<file path="config.mk">
export PLATFORM = sky130hd
export DESIGN_NAME = serial_adder_flat
export DESIGN_NICKNAME = d
export VERILOG_FILES = /design/src/rtl/serial_adder_pkg.sv /design/src/rtl/serial_adder_if.sv /design/src/rtl/serial_adder_full_add.sv /design/src/rtl/serial_adder.sv /design/src/flat_wrapper.sv
export SDC_FILE = /design/constraint.sdc
export NUM_CORES = 1
export LEC_CHECK = 0
export BUFFER_PORTS_ARGS = -buffer_cell sky130_fd_sc_hd__buf_4
export CORE_UTILIZATION = 30
export CTS_BUF_LIST = sky130_fd_sc_hd__clkbuf_8
export DETAILED_ROUTE_END_ITERATION = 8
export GPL_TIMING_DRIVEN = 0
export PLACE_DENSITY = 0.57
export SYNTH_ARGS = -nofsm -noshare
export SYNTH_HDL_FRONTEND = slang
export SYNTH_SLANG_ARGS = --single-unit
</file>
<file path="constraint.sdc">
create_clock -name clk -period 2.5 [get_ports clk]
set_input_delay 0.5 -clock clk [delete_from_list [all_inputs] [get_ports clk]]
set_output_delay 0.5 -clock clk [all_outputs]
set_load 0.01 [all_outputs]
</file>
<file path="src/rtl/serial_adder_pkg.sv">
// ============================================================================
// Module  : serial_adder_pkg
// Brief   : Shared state encoding and counter sizing for the bit-serial adder.
// Rev     : 1.0  initial release
// ============================================================================
`default_nettype none

package serial_adder_pkg;

  typedef enum logic [1:0] {
    ST_IDLE = 2'd0,
    ST_RUN  = 2'd1,
    ST_DONE = 2'd2
  } state_t;

  // The bit counter only has to reach WIDTH-1.
  function automatic int cnt_width(input int width);
    return (width < 2) ? 1 : $clog2(width);
  endfunction

endpackage

`default_nettype wire

</file>
<file path="src/rtl/serial_adder_if.sv">
// ============================================================================
// Module  : serial_adder_if
// Brief   : Operand and result handshakes of the bit-serial adder.
//           With SERIAL_ADDER_SUB_EN defined it also carries the sub select.
// Rev     : 1.0  initial release
// ============================================================================
`default_nettype none

interface serial_adder_if #(
  parameter int WIDTH = 8
);
  logic             in_valid;
  logic             in_ready;
  logic [WIDTH-1:0] a;
  logic [WIDTH-1:0] b;
  logic             cin;
`ifdef SERIAL_ADDER_SUB_EN
  logic             sub;
`endif
  logic             out_valid;
  logic             out_ready;
  logic [WIDTH-1:0] sum;
  logic             cout;
  logic             busy;

  modport master (
    output in_valid, a, b, cin, out_ready,
`ifdef SERIAL_ADDER_SUB_EN
    output sub,
`endif
    input  in_ready, out_valid, sum, cout, busy
  );

  modport slave (
    input  in_valid, a, b, cin, out_ready,
`ifdef SERIAL_ADDER_SUB_EN
    input  sub,
`endif
    output in_ready, out_valid, sum, cout, busy
  );
endinterface

`default_nettype wire

</file>
<file path="src/rtl/serial_adder_full_add.sv">
// ============================================================================
// Module  : full_add
// Brief   : 1-bit full-adder cell used as the bit slice of the serial adder.
// Rev     : 1.0  initial release
// ============================================================================
`default_nettype none

module full_add (
  input  wire logic a,
  input  wire logic b,
  input  wire logic c,
  output logic      sum,
  output logic      carry
);
  assign sum   = a ^ b ^ c;
  assign carry = (a & b) | (c & (a ^ b));
endmodule

`default_nettype wire

</file>
<file path="src/rtl/serial_adder.sv">
// ============================================================================
// Module  : serial_adder
// Brief   : LSB-first bit-serial WIDTH-bit adder around one full-adder cell.
//           Optional macro SERIAL_ADDER_SUB_EN adds a subtract mode (a-b).
// Rev     : 1.0  initial release
// ============================================================================
`default_nettype none

module serial_adder
  import serial_adder_pkg::*;
#(
  parameter int WIDTH = 8
) (
  input wire logic      clk,
  input wire logic      rst,
  serial_adder_if.slave bus
);

  localparam int CNT_W = cnt_width(WIDTH);

  state_t           r_state;
  state_t           w_next;
  logic [WIDTH-1:0] r_a_sr;
  logic [WIDTH-1:0] r_b_sr;
  logic [WIDTH-1:0] r_s_sr;
  logic [WIDTH-1:0] r_sum;
  logic             r_carry;
  logic             r_cout;
  logic [CNT_W-1:0] r_count;

  logic             w_fa_sum;
  logic             w_fa_carry;
  logic             w_accept;
  logic             w_last;
  logic             w_sub;
  logic [WIDTH-1:0] w_b_load;
  logic             w_c_load;

`ifdef SERIAL_ADDER_SUB_EN
  assign w_sub = bus.sub;
`else
  assign w_sub = 1'b0;
`endif

  // Subtraction is a + ~b + 1; cin is ignored in that mode.
  assign w_b_load = w_sub ? ~bus.b : bus.b;
  assign w_c_load = w_sub ? 1'b1   : bus.cin;

  assign w_accept = (r_state == ST_IDLE) && bus.in_valid && !rst;
  assign w_last   = (r_count == CNT_W'(WIDTH - 1));

  full_add u_full_add (
    .a     (r_a_sr[0]),
    .b     (r_b_sr[0]),
    .c     (r_carry),
    .sum   (w_fa_sum),
    .carry (w_fa_carry)
  );

  always_ff @(posedge clk) begin
    if (rst) r_state <= ST_IDLE;
    else     r_state <= w_next;
  end

  always_comb begin
    w_next        = r_state;
    bus.in_ready  = 1'b0;
    bus.out_valid = 1'b0;
    bus.busy      = 1'b0;
    unique case (r_state)
      ST_IDLE: begin
        bus.in_ready = !rst;
        if (bus.in_valid) w_next = ST_RUN;
      end
      ST_RUN: begin
        bus.busy = 1'b1;
        if (w_last) w_next = ST_DONE;
      end
      ST_DONE: begin
        bus.out_valid = 1'b1;
        if (bus.out_ready) w_next = ST_IDLE;
      end
      default: w_next = ST_IDLE;
    endcase
  end

  always_ff @(posedge clk) begin
    if (rst) begin
      r_a_sr  <= '0;
      r_b_sr  <= '0;
      r_s_sr  <= '0;
      r_sum   <= '0;
      r_carry <= 1'b0;
      r_cout  <= 1'b0;
      r_count <= '0;
    end else if (w_accept) begin
      r_a_sr  <= bus.a;
      r_b_sr  <= w_b_load;
      r_carry <= w_c_load;
      r_count <= '0;
    end else if (r_state == ST_RUN) begin
      r_s_sr  <= {w_fa_sum, r_s_sr[WIDTH-1:1]};
      r_a_sr  <= {1'b0, r_a_sr[WIDTH-1:1]};
      r_b_sr  <= {1'b0, r_b_sr[WIDTH-1:1]};
      r_carry <= w_fa_carry;
      r_count <= r_count + CNT_W'(1);
      if (w_last) begin
        r_sum  <= {w_fa_sum, r_s_sr[WIDTH-1:1]};
        r_cout <= w_fa_carry;
      end
    end
  end

  assign bus.sum  = r_sum;
  assign bus.cout = r_cout;

endmodule

`default_nettype wire

</file>
<file path="src/flat_wrapper.sv">
// flat-port wrapper written by rule: the top's interface ports become plain ports
module serial_adder_flat import serial_adder_pkg::*;
#(
  parameter int WIDTH = 8
)
  (clk, rst, bus_in_valid, bus_a, bus_b, bus_cin, bus_out_ready, bus_in_ready, bus_out_valid, bus_sum, bus_cout, bus_busy);
  serial_adder_if #(.WIDTH(WIDTH)) bus_i ();
  input wire logic clk;
  input wire logic rst;
  input wire logic [$bits(bus_i.in_valid)-1:0] bus_in_valid;
  input wire logic [$bits(bus_i.a)-1:0] bus_a;
  input wire logic [$bits(bus_i.b)-1:0] bus_b;
  input wire logic [$bits(bus_i.cin)-1:0] bus_cin;
  input wire logic [$bits(bus_i.out_ready)-1:0] bus_out_ready;
  output wire logic [$bits(bus_i.in_ready)-1:0] bus_in_ready;
  output wire logic [$bits(bus_i.out_valid)-1:0] bus_out_valid;
  output wire logic [$bits(bus_i.sum)-1:0] bus_sum;
  output wire logic [$bits(bus_i.cout)-1:0] bus_cout;
  output wire logic [$bits(bus_i.busy)-1:0] bus_busy;
  assign bus_i.in_valid = bus_in_valid;
  assign bus_i.a = bus_a;
  assign bus_i.b = bus_b;
  assign bus_i.cin = bus_cin;
  assign bus_i.out_ready = bus_out_ready;
  assign bus_in_ready = bus_i.in_ready;
  assign bus_out_valid = bus_i.out_valid;
  assign bus_sum = bus_i.sum;
  assign bus_cout = bus_i.cout;
  assign bus_busy = bus_i.busy;
  serial_adder #(.WIDTH(WIDTH)) u_core (.clk(clk), .rst(rst), .bus(bus_i));
endmodule
</file>
# Word level (Yosys, flattened, before mapping)
# Index checks and enable logic that the tools add are counted.
totals:
  inputBits: 21
  reg_bits: 39
op_classes:
  add_sub_neg: 1
  muxes: 13
  reduce_logical: 9
  n_bitwise: 6
  eq_ne: 6
ops:
  columns: ["operator", "n"]
  rows:
  - ["$mux 8", 4]
  - ["$mux 2", 3]
  - ["$pmux 2 s3", 1]
  - ["$reduce_and 3->1", 2]
  - ["$mux 1", 5]
  - ["$ne 2x2->1 const B", 2]
  - ["$add 3x1->3 const B", 1]
  - ["$eq 3x3->1 const B", 1]
  - ["$and 1x1->1", 2]
  - ["$eq 2x1->1 const B", 1]
  - ["$eq 2x2->1 const B", 1]
  - ["$logic_and 1x1->1", 2]
  - ["$logic_not 2->1", 1]
  - ["$ne 2x1->1 const B", 1]
  - ["$reduce_and 2->1", 1]
  - ["$reduce_bool 2->1", 1]
  - ["$reduce_or 2->1", 1]
  - ["$xor 1x1->1", 2]
  - ["$logic_not 1->1", 1]
  - ["$not 1->1", 1]
  - ["$or 1x1->1", 1]

# Depth between registers and ports, before layout
# Gate-level depths: netlist of the first run.
depth:
  depth_word: 5
  mapped_depth: 6

# Cells and area by module
# Synthesis of the first run repeated with hierarchy kept, for this count alone.
hier_totals:
  cells_unflattened: 184
  hier_area_um2: 1626.6
by_module_without_submodules:
  columns: ["mod", "cells_each", "n_inst", "seq_area_each_um2", "area_each_um2"]
  rows:
  - ["serial_adder", 183, 1, 760.7, 1606.5]
  - ["full_add", 1, 1, 0.0, 20.0]

# Worst setup path before layout of the first run
# Ideal clock, no wire load.
synth_path:
  path_type: "input-to-output"
  startpoint: "input rst"
  endpoint: "output bus_in_ready"
  cell_stages: 2
  t_arrival_ns: 1.027
  setup_slack_ns: 0.973
  n_path_buf: 1
  path_cell_list: "buf_1 nor3_1"
synth_between:
  elab_chain_cells: 2
synth_rtl:
  columns: ["item", "line_no", "text"]
  rows:
  - ["from (decl)", "flat_wrapper.sv:9", "input wire logic rst;"]
  - ["$logic_not 1->1", "serial_adder.sv:72", "bus.in_ready = !rst;"]
  - ["$mux 1", "serial_adder.sv:70", "unique case (r_state)"]
  - ["to (decl)", "flat_wrapper.sv:15", "output wire logic [$bits(bus_i.in_ready)-1:0] bus_in_ready;"]
# No other way between the ends.

# Worst setup path in the final report of the first run
layout_path:
  startpoint: "register u_core.r_state[0]"
  endpoint: "output bus_busy"
layout_between:
  elab_chain_cells: 2
layout_rtl:
  columns: ["item", "line_no", "text"]
  rows:
  - ["from (decl)", "serial_adder.sv:21", "state_t r_state;"]
  - ["from (signal assigned)", "serial_adder.sv:62", "else r_state <= w_next;"]
  - ["$eq 2x1->1", "serial_adder.sv:70", null]
  - ["$mux 1", "serial_adder.sv:70", null]
  - ["to (decl)", "flat_wrapper.sv:19", "output wire logic [$bits(bus_i.busy)-1:0] bus_busy;"]
# No other way between the ends.

==> metrics.md, run 1 <==
| Metric | Value |
|---|---|
| Leak Pwr | `0.755 nW` |
| Final worst slack | `353 ps` |
| Rows | `26` |
| DR DRC count | `0` |
| Worst path required time | `2000 ps` |
| Post-cts resize count | `0` |
| Core area | `5200 um2` |
| Antenna diodes | `0` |
| Worst ir drop on vdd | `0.000238 V` |
| DIE AREA | `5780 um2` |
| # fillers | `558` |
| 1st-iter DRT viols | `65` |
| Placed Cells | `291` |
| Async set-reset flop share out of synthesis | `0%` |
| DRT Pass-1 Iters | `4` |
| Area Overhead vs Synth | `26.4%` |
| Largest net degree at the start of global routing | `12` |
| Global-route wire length before repair | `6.40 mm` |
| Setup Fix Bufs, Post-CTS | `0` |
| Mapped Avg Cell Area | `8.71 um2` |
| Vias in the first global route | `1368` |
| Post-DP HPWL | `2.51 mm` |
| Pwr dens | `619 nW/um2` |
| Final hold viol count | `0` |
| Most common cell in the netlist | `nand2_1` |
| CTS H-tree lvls | `2` |
| Cells after Synth | `189` |
| FMAX | `466 MHz` |
| Synthesized net count | `213` |
| Synth cell count leaders | `nand2_1 (55), dfxtp_1 (38), a21oi_1 (22), nor2_1 (16), a311oi_2 (15)` |
| Clk slew on worst S/H paths | `70 ps` |
| Post-synth EDFFs | `0` |
| Placer Congestion | `0.726` |
| RSZ-0062 raised after global routing | `no` |
| Num Clock Sinks | `38` |
| Layout cells sized above 1 | `25.8%` |
| Worst-Margin Slew | `706 ps` |
| Fin Setup TNS | `0 ps` |
| Initial core utilization | `31.6%` |
| Pre-CTS setup slack | `584 ps` |
| All-Layer GR Usage | `14.2%` |
| Relative slew margins | `52.9%` |
| Hold-fix buffers, CTS | `0` |
| Initial antenna violation count | `0` |
| Via density | `4.67` |
| Grt ovf | `0` |
| Clk_lat worst skew | `290 ps` |
| Worst hold path class | `in2reg` |
| Synth area leaders | `dfxtp_1 (46%), a311oi_2 (14%), nand2_1 (13%)` |
| Max Cap Viol | `0` |
| Period minus WS final | `2150 ps` |
| Die height | `76.1 um` |
| Vias | `1397` |
| Ys flop type | `dfxtp_1` |
| Post-route ant nets | `0` |
| Skew final | `7.07 ps` |
| Synth warn | `0` |
| Drt wl/cell | `12.3 um` |
| Maximum root-to-sink buffer count | `2` |
| Endpoint class of the critical path | `primary output` |
| Post-synthesis sequential area ratio | `46.2%` |
| Status | `completed` |
| Pins Over Slew Limit | `0` |
| Port buffer count | `32` |
| Synth Cell Area | `1650 um2` |
| CTS tree | `done` |
| I/O pin count | `33` |
| WP data arrival | `1650 ps` |
| Clock root buffer | `clkbuf_8` |
| Period utilisation layout | `85.9%` |
| CP Class | `reg2out` |
| Nets | `252` |
| Setup violators final | `0` |
| WHS | `411 ps` |
| Seq cells post-synth | `38` |
| Distinct cell type count after synthesis | `21` |
| CTS Buf Count | `5` |
| Area share of the largest cell type after synthesis | `46.2%` |
| Routed Wire Length | `3.66 mm` |
| Non-filler instance count after layout | `299` |
| Leading area contributor after synthesis | `dfxtp_1` |
| Startpoint Class | `flop` |
| Max Fanout on Critical Path | `10` |
| Die Wd | `76.1 um` |
==> power breakdown <==
part | leakage [nW] | internal (W) | switching [W] | total [W]
Sequential | 0.309 | 0.000629 | 0.0000127 | 0.000641
Combinational | 0.385 | 0.0000637 | 0.0000774 | 0.000141
Clock | 0.0607 | 0.000290 | 0.000213 | 0.000504
Total | 0.755 | 0.000983 | 0.000304 | 0.00129
==> kinds of logic (layout without fill, tap and decap cells) <==
| kind of cell | after synthesis | after routing | synth area share (%) |
|---|---|---|---|
| AO/OA/AOI/OAI | 43 | 43 | 22.4 |
| adder cells (fa/ha/maj) | 3 | 3 | 2.74 |
| buffers and inverters | 16 | 56 | 5.17 |
| flip-flops | 38 | 38 | 46.2 |
| AND/OR/NAND/NOR | 89 | 89 | 23.4 |
==> sequential cells by signal, summed over array words and instances (netlist names) <==
name	cells
u_core.bus.cout	1
u_core.r_count	3
u_core.r_state	2
u_core.bus.sum	8
u_core.r_carry	1
u_core.r_a_sr	8
u_core.r_b_sr	8
u_core.r_s_sr	7
==> path summary, 6_finish.rpt <==
kind | startpoint | endpoint | cells after the start | slack (ps)
max | u_core.r_state[0]$_SDFFE_PP0P_ | bus_busy | 5 | 350
min | rst | u_core.r_state[0]$_SDFFE_PP0P_ | 2 | 410
max reg2reg | u_core.r_state[0]$_SDFFE_PP0P_ | u_core.r_b_sr[6]$_SDFFE_PP0P_ | 6 | 900
min reg2reg | u_core.bus.sum[4]$_SDFFE_PP0P_ | u_core.bus.sum[4]$_SDFFE_PP0P_ | 2 | 460
==> cell type report <==
| cell class | count | area, um2 | area share (%) |
|---|---|---|---|
| clock inverters | 3 | 37.5 | 1.81 |
| flip-flops and latches | 38 | 761 | 36.6 |
| repair buffers | 32 | 240 | 11.6 |
| clock buffers | 5 | 68.8 | 3.31 |
| well taps | 70 | 87.6 | 4.21 |
| inverters | 1 | 3.75 | 0.181 |
| multi-input cells | 135 | 800 | 38.4 |
| plain buffers | 15 | 81.3 | 3.91 |
==> layer usage <==
metal  up-vias  global-route usage, %  part of all wire, %
li1        728                      -                    -
met1       635                   19.1                   52
met2        28                   20.4                   41
met3         6                   4.19                  4.9
met4         0                   7.50                  2.4
met5         -                      0                    0
==> metrics by stage <==
| stage | utilization [%] | instance area, um2 | power, W |
|---|---|---|---|
| final | 40.0 | 2080 | 0.00129 |
| after floorplan | - | 1650 | 0.000744 |
| after detailed placement | 37.9 | 1970 | 0.000797 |
| after global routing | 40.0 | 2080 | 0.00134 |
| after CTS | 40.0 | 2080 | 0.00130 |
| after global placement | 37.9 | 1970 | 0.000797 |
==> placed cells by master (no fill, tap or decap) <==
cell type / synthesis / routed
nand4bb_1: 2 / 2
o21ai_0: 5 / 5
buf_2: 2 / 2
nand3b_1: 1 / 1
buf_6: 3 / 3
nor3_1: 1 / 1
nand3_1: 9 / 9
bufinv_16: 0 / 1
clkinv_1: 1 / 1
buf_4: 0 / 32
or4b_4: 1 / 1
nor2b_1: 1 / 1
ha_1: 2 / 2
clkbuf_8: 0 / 5
dfxtp_1: 38 / 38
a2111oi_0: 1 / 1
fa_1: 1 / 1
nor2_1: 16 / 16
a311oi_2: 15 / 15
nand2_1: 55 / 55
a21oi_1: 22 / 22
nand2b_1: 3 / 3
inv_1: 0 / 2
buf_1: 1 / 1
clkbuf_1: 9 / 9
==> worst max-delay path: stages (launching register included) <==
cell	delay [ps]
dfxtp_1	330
buf_6	130
nand2b_1	120
clkinv_1	170
clkbuf_1	400
buf_4	210
Note: power is estimated with default switching activity, not from simulation.
==> run 2: changes to the inputs <==
--- a/config.mk
+++ b/config.mk
@@ -6,6 +6,7 @@
 export NUM_CORES = 1
 export LEC_CHECK = 0
 export BUFFER_PORTS_ARGS = -buffer_cell sky130_fd_sc_hd__buf_4
+export CORE_MARGIN = 2
 export CORE_UTILIZATION = 30
 export CTS_BUF_LIST = sky130_fd_sc_hd__clkbuf_8
 export DETAILED_ROUTE_END_ITERATION = 8
==> metrics.md, run 2 (synthesis results as in run 1) <==
| Metric | Value |
|---|---|
| Status | `completed` |
| Core area | `5200 um2 (unchanged)` |
| Crit path max-delay family | `buffers and inverters` |
| Placer Congestion | `0.742 (+2.2%)` |
| 1st-iter DRT viols | `75 (+15%)` |
| Worst path cell trace | `nand2b_1, clkinv_1, clkbuf_1, buf_4` |
| Hold Crit Depth | `2 (unchanged)` |
| Post-cts resize count | `0 (unchanged)` |
| Antenna diodes | `0 (unchanged)` |
| DRT Pass-1 Iters | `4 (unchanged)` |
| Routed Wire Length | `3.70 mm (+1.1%)` |
| Rows | `26 (unchanged)` |
| Worst setup path startpoint | `u_core.r_state[1]$_SDFFE_PP0P_` |
| Internal power | `0.000911 W (-7.3%)` |
| Skew final | `4.83 ps (-2.24 ps)` |
| Post-Route Utilization | `39.7% (-0.29 points)` |
| Endpoint class of the critical path | `primary output` |
| Register area | `761 um2 (unchanged)` |
| Relative slew margins | `52.7% (-0.27 points)` |
| Period minus WS final | `2160 ps (+9.40 ps)` |
| Die height | `78.1 um (+2.6%)` |
| Clk_lat worst skew | `290 ps (about the same)` |
| Leak Pwr | `0.746 nW (-1.1%)` |
| Period utilisation layout | `86.3% (+0.38 points)` |
| Worst hold path class | `in2reg` |
| Initial core utilization | `31.6% (unchanged)` |
| Non-filler instance count after layout | `299 (unchanged)` |
| Die Wd | `78.1 um (+2.6%)` |
| Num Clock Sinks | `38 (unchanged)` |
| Clock root buffer | `clkbuf_8` |
| Worst path required time | `2000 ps (about the same)` |
| Switching Power | `0.000306 W (+0.81%)` |
| RSZ-0062 raised after global routing | `no` |
| I/O pin count | `33 (unchanged)` |
| Clk slew on worst S/H paths | `70 ps (about the same)` |
| Post-route ant nets | `0 (unchanged)` |
| WP data arrival | `1660 ps (about the same)` |
| Largest net degree at the start of global routing | `12 (unchanged)` |
| Final hold viol count | `0 (unchanged)` |
| Hold-fix buffers, CTS | `0 (unchanged)` |
| Area Overhead vs Synth | `25.5%` |
| Pins Over Slew Limit | `0 (unchanged)` |
| Placed Cells | `291 (unchanged)` |
| Grt ovf | `0 (unchanged)` |
| Startpoint Class | `flop` |
| Setup violators final | `0 (unchanged)` |
| Max Fanout on Critical Path | `10 (unchanged)` |
| Hold path start | `rst` |
| Commonest cells after routing, fill and taps aside | `nand2_1 (55), dfxtp_1 (38), buf_4 (32)` |
| Layout cells sized above 1 | `26.2% (+0.44 points)` |
| Gate power share | `11.7% (+0.7 points)` |
| Global-route wire length before repair | `6.51 mm (+1.6%)` |
| DIE AREA | `6090 um2 (+5.3%)` |
| Switching Fraction | `25.1% (+1.5 points)` |
| Max Cap Viol | `0 (unchanged)` |
| Port buffer count | `32 (unchanged)` |
| CTS Buf Count | `5 (unchanged)` |
| Nets | `252 (unchanged)` |
| Drt wl/cell | `12.4 um (+1.1%)` |
| Setup Fix Bufs, Post-CTS | `0 (unchanged)` |
| Dpl cell area | `1970 um2 (unchanged)` |
| Critical path depth in cells | `4 (-1)` |
| # fillers | `563 (+0.90%)` |
| R2R setup slack | `900 ps (about the same)` |
| Layout Cell Area excl Fill | `2060 um2 (-0.72%)` |
| Register share of total power | `52.7% (+2.8 points)` |
| All-Layer GR Usage | `13.5% (-0.66 points)` |
| CP Class | `reg2out` |
| Vias in the first global route | `1361 (-0.51%)` |
| CTS tree | `done` |
| FMAX | `464 MHz (-0.44%)` |
| DR DRC count | `0 (unchanged)` |
| Worst ir drop on vdd | `0.000187 V (-22%)` |
| Area used by multi-input combinational logic | `800 um2 (unchanged)` |
| Initial antenna violation count | `0 (unchanged)` |
| Pwr dens | `589 nW/um2 (-4.7%)` |
| CTS H-tree lvls | `2 (unchanged)` |
| Maximum root-to-sink buffer count | `2 (unchanged)` |
| Via density | `4.74 (+1.5%)` |
| Commonest non-fill, non-tap cell in the layout | `nand2_1` |
| Vias | `1418 (+1.5%)` |
| Total power | `0.00122 W (-5.4%)` |
| Slowest-stage cell, CP | `dfxtp_1` |
| Fin Setup TNS | `0 ps (unchanged)` |
| WP buf/inv | `3 (-1)` |
| Clock power frac | `35.6% (-3.6 points)` |
| Worst r2r src | `u_core.r_state[0]$_SDFFE_PP0P_` |
| Crit path largest cell delay | `390 ps (about the same)` |
| Worst-Margin Slew | `710 ps (+4.08 ps)` |
| FF-to-FF path depth | `6 (unchanged)` |
| Post-DP HPWL | `2.60 mm (+3.3%)` |
==> run 2: cell count changes in the layout (fill, tap and decap cells not counted), sizes merged <==
cell    delta
bufinv     -1
clkbuf     +1
clkinv     +1
inv        -1
==> run 2: worst paths after layout <==
path | endpoint
max | bus_busy
min | u_core.r_state[0]$_SDFFE_PP0P_
max reg2reg | u_core.r_b_sr[6]$_SDFFE_PP0P_
min reg2reg | u_core.bus.sum[7]$_SDFFE_PP0P_
==> run 2: layer usage <==
metal  part of all wire, %  wire length, um  vias to the layer above  global-route usage [%]
li1                      -                -                      728                       -
met1                    52             1910                      654                    18.6
met2                    41             1540                       29                    19.2
met3                   4.8              179                        7                    4.14
met4                   2.1               79                        0                    6.32
met5                     0                0                        -                       0
==> run 2: layout make-up <==
class / count / share of cell area [%]
multi-input cells: 135 / 38.7
flip-flops and latches: 38 / 36.8
repair buffers: 32 / 11.6
well taps: 70 / 4.24
clock buffers: 6 / 4.00
plain buffers: 15 / 3.94
clock inverters: 2 / 0.424
inverters: 1 / 0.182
==> run 2: worst reg2reg max path, cell delays in order (launching register included) <==
cell,delay [ps]
dfxtp_1,330
buf_6,130
nand2b_1,120
clkinv_1,170
clkbuf_1,400
nand2_1,130
a311oi_2,240
==> run 2: through the flow <==
stage                     setup WS, ps  hold WS, ps
after detailed placement           591          449
after CTS                          331          410
final                              343          418
after global routing               187          418
after global placement             565          446
after floorplan                    973          437
==> run 2: power groups by stage <==
| stage | clock, W | combinational (W) | sequential, W |
|---|---|---|---|
| finish | 0.000434 | 0.000142 | 0.000641 |
| global placement | 0 | 0.000142 | 0.000655 |
| global route | 0.000475 | 0.000158 | 0.000644 |
| CTS | 0.000449 | 0.000144 | 0.000641 |
| floorplan | 0 | 0.0000914 | 0.000652 |
| detailed placement | 0 | 0.000143 | 0.000655 |
==> run 3: changes to the inputs <==
--- a/config.mk
+++ b/config.mk
@@ -10,6 +10,7 @@
 export CORE_UTILIZATION = 30
 export CTS_BUF_LIST = sky130_fd_sc_hd__clkbuf_8
 export DETAILED_ROUTE_END_ITERATION = 8
+export GPL_ROUTABILITY_DRIVEN = 0
 export GPL_TIMING_DRIVEN = 0
 export PLACE_DENSITY = 0.57
 export SYNTH_ARGS = -nofsm -noshare
==> constraint.sdc (replaced) <==
create_clock -name clk -period 2 [get_ports clk]
set_input_delay 0.4 -clock clk [delete_from_list [all_inputs] [get_ports clk]]
set_output_delay 0.4 -clock clk [all_outputs]
set_load 0.01 [all_outputs]
==> metrics.md, run 3 (synthesis results as in run 1) <==
| Metric | Value |
|---|---|
| Non-filler instance count after layout | `299 (unchanged)` |
| Clk slew on worst S/H paths | `80 ps (about the same)` |
| CTS tree | `done` |
| Largest net degree at the start of global routing | `12 (unchanged)` |
| DRT Pass-1 Iters | `4 (unchanged)` |
| Vias | `1418 (unchanged)` |
| CTS H-tree lvls | `2 (unchanged)` |
| Setup violators final | `0 (unchanged)` |
| Initial antenna violation count | `0 (unchanged)` |
| Layout Cell Area excl Fill | `2070 um2 (+0.24%)` |
| Leak Pwr | `0.752 nW (+0.81%)` |
| Routed Wire Length | `3.72 mm (+0.30%)` |
| DR DRC count | `0 (unchanged)` |
| Die Wd | `78.1 um (unchanged)` |
| FF-to-FF path depth | `5 (-1)` |
| Fin Setup TNS | `0 ps (unchanged)` |
| Setup Fix Bufs, Post-CTS | `0 (unchanged)` |
| Area Overhead vs Synth | `25.8%` |
| Worst hold path class | `in2reg` |
| Worst ir drop on vdd | `0.000233 V (+25%)` |
| Initial core utilization | `31.6% (unchanged)` |
| CP Class | `reg2out` |
| Startpoint Class | `flop` |
| Register share of total power | `52.6% (about the same)` |
| Global-route wire length before repair | `6.51 mm (+0.11%)` |
| Endpoint class of the critical path | `primary output` |
| All-Layer GR Usage | `13.5% (unchanged)` |
| Placed Cells | `291 (unchanged)` |
| Switching Fraction | `25.2% (+0.092 points)` |
| WP data arrival | `1430 ps (-230 ps)` |
| Grt met3 use | `4.14% (unchanged)` |
| # fillers | `561 (-0.36%)` |
| Internal power | `0.00114 W (+25%)` |
| Max Cap Viol | `0 (unchanged)` |
| Nets | `252 (unchanged)` |
| Vias in the first global route | `1359 (-0.15%)` |
| Rows | `26 (unchanged)` |
| Die height | `78.1 um (unchanged)` |
| Drt wl/cell | `12.4 um (+0.30%)` |
| Pwr dens | `737 nW/um2 (+25%)` |
| Met1 Usage GRT | `18.6% (unchanged)` |
| Switching Power | `0.000385 W (+26%)` |
| Port buffer count | `32 (unchanged)` |
| Period minus WS final | `1830 ps` |
| DIE AREA | `6090 um2 (unchanged)` |
| Worst-Margin Slew | `711 ps (+1.24 ps)` |
| Clock power frac | `35.6% (about the same)` |
| Via density | `4.74 (unchanged)` |
| I/O pin count | `33 (unchanged)` |
| Max Fanout on Critical Path | `10 (unchanged)` |
| Commonest cells after routing, fill and taps aside | `nand2_1 (55), dfxtp_1 (38), buf_4 (32)` |
| Register area | `761 um2 (unchanged)` |
| Num Clock Sinks | `38 (unchanged)` |
| 1st-iter DRT viols | `75 (unchanged)` |
| Antenna diodes | `0 (unchanged)` |
| CTS Buf Count | `5 (unchanged)` |
| Met2 GRT Util | `19.2% (unchanged)` |
| Hold Crit Depth | `2 (unchanged)` |
| Grt ovf | `0 (unchanged)` |
| Pins Over Slew Limit | `0 (unchanged)` |
| Post-route ant nets | `0 (unchanged)` |
| Core area | `5200 um2 (unchanged)` |
| Dpl cell area | `1970 um2 (unchanged)` |
| Relative slew margins | `52.6% (-0.083 points)` |
| Post-DP HPWL | `2.60 mm (unchanged)` |
| Grt peak-use layer | `met2` |
| Maximum root-to-sink buffer count | `2 (unchanged)` |
| Clock root buffer | `clkbuf_8` |
| FMAX | `548 MHz` |
| RSZ-0062 raised after global routing | `no` |
| Clk_lat worst skew | `290 ps (about the same)` |
| Worst path required time | `1600 ps (-400 ps)` |
| Status | `completed` |
| Layout cells sized above 1 | `27.5% (+1.3 points)` |
| Skew final | `5.72 ps (+0.893 ps)` |
| Commonest non-fill, non-tap cell in the layout | `nand2_1` |
| Area used by multi-input combinational logic | `802 um2 (+0.31%)` |
| Final hold viol count | `0 (unchanged)` |
| Period utilisation layout | `91.3%` |
| Gate power share | `11.8% (about the same)` |
-- run 3: cell counts in the layout (fill, tap and decap cells not counted) --
No cell type changed its count.
-- run 3: critical path, cell delays in order, from the launching register on --
cell	delay (ps)
dfxtp_1	390
nand2b_2	200
clkinv_2	130
clkbuf_2	230
buf_4	180
-- run 3: final timing paths --
kind         slack, ps                        endpoint                      startpoint
max reg2reg        460   u_core.r_b_sr[0]$_SDFFE_PP0P_  u_core.r_state[0]$_SDFFE_PP0P_
min                320  u_core.r_state[0]$_SDFFE_PP0P_                             rst
max                170                        bus_busy  u_core.r_state[1]$_SDFFE_PP0P_
min reg2reg        460  u_core.bus.sum[7]$_SDFFE_PP0P_  u_core.bus.sum[7]$_SDFFE_PP0P_
-- run 3: final cells by class --
cell class	instances	area share (%)
Clock inverter	2	0.423
Buffer	15	3.99
Inverter	1	0.242
Timing Repair Buffer	32	11.6
Tap cell	70	4.23
Clock buffer	6	3.99
Sequential cell	38	36.8
Multi-Input combinational cell	135	38.8
-- run 3: routing by layer --
layer	part of all wire, %	up-vias
met5	0	-
met4	2.1	0
met3	4.5	7
met2	41	25
met1	52	657
li1	-	729
-- run 3: through the flow --
stage	setup slack [ps]	power, W	util [%]	hold slack (ps)
4_1_cts	104	0.00154	39.7	310
2_1_floorplan	566	0.000929	-	437
3_3_place_gp	265	0.000996	37.9	446
6_report	174	0.00152	39.8	318
5_1_grt	66.8	0.00160	39.8	318
3_5_place_dp	258	0.000998	37.9	449
-- run 3: power groups by stage --
stage          Combinational (W)  Clock (W)  Sequential (W)
5_1_grt                 0.000199   0.000594        0.000805
3_5_place_dp            0.000179          0        0.000819
4_1_cts                 0.000180   0.000561        0.000801
3_3_place_gp            0.000177          0        0.000819
2_1_floorplan           0.000114          0        0.000815
6_report                0.000179   0.000543        0.000802
-- run 3: timing repair --
action,4_1_cts,5_1_grt
gates cloned,0,0
endpoints found under the setup margin,1,1
pin swaps,0,0
resized for setup,2,1
hold buffers,0,0
hold endpoints to repair,0,0
